--- src/rtl/bit_manip_unit.sv ---
// Sequential shift/rotate unit: one bit position per clock, start/busy/done handshake.
// Result, carry and zero flag are held until the next accepted operation.
module bit_manip_unit #(
  parameter int WIDTH   = 8,
  parameter int SHAMT_W = 3
) (
  input  logic               clk,
  input  logic               reset,
  input  logic               start,
  input  logic [2:0]         op,
  input  logic [SHAMT_W-1:0] amount,
  input  logic [WIDTH-1:0]   data_in,
  input  logic               carry_in,
  output logic [WIDTH-1:0]   data_out,
  output logic               carry,
  output logic               zero,
  output logic               busy,
  output logic               done
);

  typedef enum logic [1:0] {IDLE, RUN, DONE} state_e;

  typedef enum logic [2:0] {
    OP_SHL  = 3'd0,
    OP_SHR  = 3'd1,
    OP_SAR  = 3'd2,
    OP_ROL  = 3'd3,
    OP_ROR  = 3'd4,
    OP_RCL  = 3'd5,
    OP_RCR  = 3'd6,
    OP_PASS = 3'd7
  } op_e;

  state_e             state, state_nx;
  op_e                op_q;
  logic [SHAMT_W-1:0] count;
  logic [WIDTH-1:0]   step_data;
  logic               step_carry;

  // One single-bit step of the latched operation applied to the current result.
  always_comb begin
    step_data  = data_out;
    step_carry = carry;
    case (op_q)
      OP_SHL: begin
        step_data  = {data_out[WIDTH-2:0], 1'b0};
        step_carry = data_out[WIDTH-1];
      end
      OP_SHR: begin
        step_data  = {1'b0, data_out[WIDTH-1:1]};
        step_carry = data_out[0];
      end
      OP_SAR: begin
        step_data  = {data_out[WIDTH-1], data_out[WIDTH-1:1]};
        step_carry = data_out[0];
      end
      OP_ROL: begin
        step_data  = {data_out[WIDTH-2:0], data_out[WIDTH-1]};
        step_carry = data_out[WIDTH-1];
      end
      OP_ROR: begin
        step_data  = {data_out[0], data_out[WIDTH-1:1]};
        step_carry = data_out[0];
      end
      OP_RCL: begin
        step_data  = {data_out[WIDTH-2:0], carry};
        step_carry = data_out[WIDTH-1];
      end
      OP_RCR: begin
        step_data  = {carry, data_out[WIDTH-1:1]};
        step_carry = data_out[0];
      end
      default: begin
        step_data  = data_out;
        step_carry = carry;
      end
    endcase
  end

  always_comb begin
    state_nx = state;
    case (state)
      IDLE: if (start) state_nx = (amount == '0 || op == OP_PASS) ? DONE : RUN;
      RUN:  if (count == SHAMT_W'(1)) state_nx = DONE;
      DONE: state_nx = IDLE;
      default: state_nx = IDLE;
    endcase
  end

  always_ff @(posedge clk) begin
    if (reset) begin
      state    <= IDLE;
      op_q     <= OP_SHL;
      count    <= '0;
      data_out <= '0;
      carry    <= 1'b0;
    end else begin
      state <= state_nx;
      case (state)
        IDLE: if (start) begin
          data_out <= data_in;
          op_q     <= op_e'(op);
          count    <= amount;
          carry    <= (op == OP_RCL || op == OP_RCR) ? carry_in : 1'b0;
        end
        RUN: begin
          data_out <= step_data;
          carry    <= step_carry;
          count    <= count - SHAMT_W'(1);
        end
        default: ;
      endcase
    end
  end

  assign busy = (state == RUN);
  assign done = (state == DONE);
  assign zero = (data_out == '0);

endmodule
--- config.mk ---
export PLATFORM = sky130hd
export DESIGN_NAME = bit_manip_unit
export DESIGN_NICKNAME = d
export VERILOG_FILES = /design/src/rtl/bit_manip_unit.sv
export SDC_FILE = /design/constraint.sdc
export NUM_CORES = 1
export LEC_CHECK = 0
export CORE_ASPECT_RATIO = 0.5
export CORE_MARGIN = 1
export CORE_UTILIZATION = 40
export CTS_BUF_LIST = sky130_fd_sc_hd__clkbuf_2
export DETAILED_ROUTE_END_ITERATION = 8
export MAX_ROUTING_LAYER = met4
export PLACE_DENSITY = 0.69
export SYNTH_ARGS = -nofsm -noshare
export SYNTH_HDL_FRONTEND = slang
export SYNTH_SLANG_ARGS = --single-unit
--- constraint.sdc ---
create_clock -name clk -period 2.6 [get_ports clk]
set_input_delay 0.52 -clock clk [delete_from_list [all_inputs] [get_ports clk]]
set_output_delay 0.52 -clock clk [all_outputs]
set_load 0.005 [all_outputs]
# Word-level counts from Yosys, hierarchy flattened
# Index checks and enable logic that the tools add are counted.
# Widths: inputs -> output; s select.
# totals
regBits,17
output_inout_bits,12
word_cells,53
# op_classes
add_sub_neg,1
eq_ne,18
n_mux,13
n_reduce_logical,15
# ops
op,count
$pmux 8 s7,1
$eq 3x3->1 const B,6
$pmux 8 s2,1
$logic_not 8->1,1
$mux 8,1
$ne 8x1->1 const B,1
$ne 7x1->1 const B,1
$eq 3x1->1 const B,2
$eq 3x2->1 const B,2
$logic_not 3->1,2
$mux 2,3
$pmux 3 s2,1
$reduce_and 2->1,3
$reduce_and 3->1,2
$ne 2x2->1 const B,2
$pmux 1 s2,2
$pmux 2 s2,1
$reduce_and 4->1,1
$reduce_or 4->1,1
$mux 3,1
$ne 3x3->1 const B,1
$reduce_or 3->1,1
$sub 3x1->3 const B,1
$eq 2x1->1 const B,1
6 further kinds,8

# Logic depth before layout (Yosys ltp)
# depth
depth_word,5
ltp_mapped,6
ltp_nobuf,6

# Worst setup path after synthesis
# No wires, ideal clock.
# synth_timing
kind,register to register
start,register op_q[0]
end,register data_out[1]
setup_time_ns,0.096
t_arrival_ns,1.386
required_ns,2.504
path_slack_ns,1.119
stages_incl_launch_ff,6
path_buffers,1
synth_period_minus_slack_ns,1.481
cell_sequence,dfxtp_1 > buf_2 > inv_1 > xnor2_2 > mux2_1 > o41ai_2
# synth_between
elab_chain_cells,3
word_cells_on_any_way,11
cone_classes,eq/ne (7); mux (2); reduce/logical (2)
# synth_rtl
item,line_no,text
from (decl),35,op_e op_q;
from (signal assigned),102,op_q <= op_e'(op);
$eq 3x3->1 (tied with other cells),44,case (op_q)
$pmux 8 s7 / $ne 8x1->1 (equally long branches),--,
$pmux 8 s2 / $reduce_and 3->1 (equally long branches),--,
to (signal assigned),101,data_out <= data_in;
to (signal assigned),107,data_out <= step_data;
to (decl),14,"output logic [WIDTH-1:0] data_out,"
# Several ways; a longest one is shown, not always the timed one.
# A chain may end at the register's enable or synchronous reset.

# Final worst setup path
# layout_timing
start,register data_out[1]
end,output zero
# layout_between
elab_chain_cells,1
# layout_rtl
item,line_no,text
$logic_not 8->1,118,assign zero = (data_out == '0);
to (decl),16,"output logic zero,"
# Every way passes these cells.

==> run summary <==
Initial Utilization = 42.57%
clock tree buffer depth = 2
Finish-stage setup viols = 0
final hold slack = 505.5 ps
total power = 0.0007200 W
Multi-input gate area = 704.4 sq um
Vias = 1082
Avg Cell Area, Syn = 8.078 sq um
fmax = 419.4 MHz
ANT cells = 0
post-route ant nets = 0
Setup Slack @ Placement = 534.8 ps
Synthesis Warnings = 0
CTS root buffer = clkbuf_2
async set-reset flop share out of synthesis = 0%
vias in the first global route = 909
GRT Total Usage = 18.87%
# rows = 13
register area = 340.3 sq um
met2 Usage GRT = 29.46%
htree depth = 1
Synth Instances = 138
Slew Viols, Final = 0
Max VDD drop = 0.2303 mV
post-cts gate resize count = 0
die height = 39.33 um
DR DRC count = 2
initial antenna violation count = 0
Starting DRT DRC Count = 57
io pins = 30
Initial DRT Pass Iterations = 6
Seq/Total Area, Yosys = 30.53%
fin crit period = 2384 ps
Die W = 76.66 um
crit path launch = data_out[1]
Post-Syn Area = 1115 sq um
Netlist cell types = 36
CP endpoint kind = output port
CTS Buf Count = 3
first-pass GRT wire length = 4181 um
reg2reg start = state[1]
worst-path fanout max = 6
commonest non-fill, non-tap cell in the layout = clkdlybuf4s50_1
CP required = 2080 ps
area delta synth->final = 30.08%
clk_skew = 25.19 ps
crit path to = zero
die area = 3015 sq um
Post-synth EDFFs = 0
routability cong. = 0.7510
CP Launch Type = flop
Most Used Layer, Global Route = met2
run status = finished with violations
CP arrival = 1860 ps
CTS clk-pin slew, worst paths = 190 ps
Pleak = 0.5749 nW
filler instances = 251
reg2reg end = data_out[1]
Final WS setup = 215.8 ps
postcts setup bufs = 0
pin count of the biggest net entering global routing = 17
cell depth of the worst flop-to-flop path = 5
Via density = 5.383
R2R Setup Slk = 890 ps
layout cells sized above 1 = 10.37%
setup TNS = 0 ps
total length of routed wires = 2633 um
hold crit path type = flop to flop
fin util = 55.38%
grt ovf = 0
Syn Nets = 158
Final nets = 185
WL/cell = 13.10 um
# clock sinks = 17
TritonCTS clock tree = yes
grt met3 use = 4.884%
Slew @ Worst Pin = 520.1 ps
flops & latches, synth = 17
headroom to the max-slew limit = 65.22%
CTS Hold Bufs = 0
ys flop type = dfxtp_1
commonest non-fill, non-tap cells in the layout = clkdlybuf4s50_1 (29), nor2_1 (18), dfxtp_1 (17)
RSZ-0062 raised after global routing = false
hpwl dp = 1918 um
failing checks = DRC
worst skew pair latency = 320 ps
max-cap check violation count = 0
IO buf count = 29
Core ar. = 2619 sq um
worst setup path class = flop to output port
pwr dens = 496.5 nW/um^2
final hold violation count = 0
M1 GR Usage = 24.79%
final worst-path cycle share = 91.70%
kinds of logic (layout without fill, tap and decap cells):
| logic type | after synthesis | in the layout | share of synthesized area, % |
|---|---|---|---|
| AOI/OAI and AO/OA | 37 | 37 | 24.69 |
| adders and majority gates | 2 | 2 | 2.244 |
| buffers and inverters | 17 | 43 | 6.285 |
| xor gates and xnor gates | 4 | 4 | 4.490 |
| and+or+nand+nor | 54 | 54 | 25.03 |
| DFF | 17 | 17 | 30.53 |
| muxes | 7 | 7 | 6.734 |
routing by layer:
| layer | part of all wire [%] | vias up |
|---|---|---|
| li1 | - | 548 |
| met1 | 51 | 505 |
| met2 | 45 | 27 |
| met3 | 3.2 | 2 |
| met4 | 0.61 | 0 |
| met5 | 0 | - |
registers in the layout, summed over array words and instances, names as in the netlist:
name      cells
op_q          3
count         3
data_out      8
carry         1
state         2
critical path, stage by stage (launching register included):
cell             delay [ps]
dfxtp_1                 400
or4_1                   530
nor2_1                  110
clkdlybuf4s50_1         500
Yosys cell counts (3+ instances only):
library cell,count,area share [%]
a21oi_1,10,4.5
a32o_1,3,2.7
buf_2,5,2.2
clkbuf_1,5,1.7
dfxtp_1,17,31
inv_1,7,2.4
mux2_2,3,3.0
mux2i_1,3,2.7
nand2_1,8,2.7
nand2b_1,4,2.2
nand3b_1,6,4.0
nor2_1,18,6.1
nor2b_1,3,1.7
nor3_1,9,4.0
o21ai_0,7,3.1
o41ai_1,3,2.4
o41ai_2,3,4.4
report_power, final:
group          internal, W  leakage, nW  switching [W]
logic             0.000144        0.418       0.000119
registers         0.000290        0.140      0.0000373
clock network    0.0000407       0.0166      0.0000890
total             0.000475        0.575       0.000245
cell type report:
cell class | instances | area share, %
Clock buffer | 4 | 1.381
Inverter | 7 | 1.812
Multi-Input combinational cell | 104 | 48.58
Sequential cell | 17 | 23.47
Tap cell | 37 | 3.192
Timing Repair Buffer | 32 | 21.57
through the flow:
stage                     cells  area (sq um)
after floorplan             138          1115
after global placement      197          1430
after detailed placement    197          1430
after CTS                   201          1450
after global routing        201          1450
final                       201          1450
worst min-delay path by stage:
| stage | slack (ps) | cells past startpoint | start | to |
|---|---|---|---|---|
| final | 510 | 2 | count[2] | count[2] |
| after global routing | 550 | 2 | count[2] | count[2] |
| after CTS | 510 | 2 | count[2] | count[2] |
| after detailed placement | 490 | 2 | count[1] | count[1] |
| after global placement | 480 | 2 | count[2] | count[2] |
| after floorplan | 470 | 2 | count[1] | count[1] |
No activity file was read; power rests on OpenSTA's default activity.
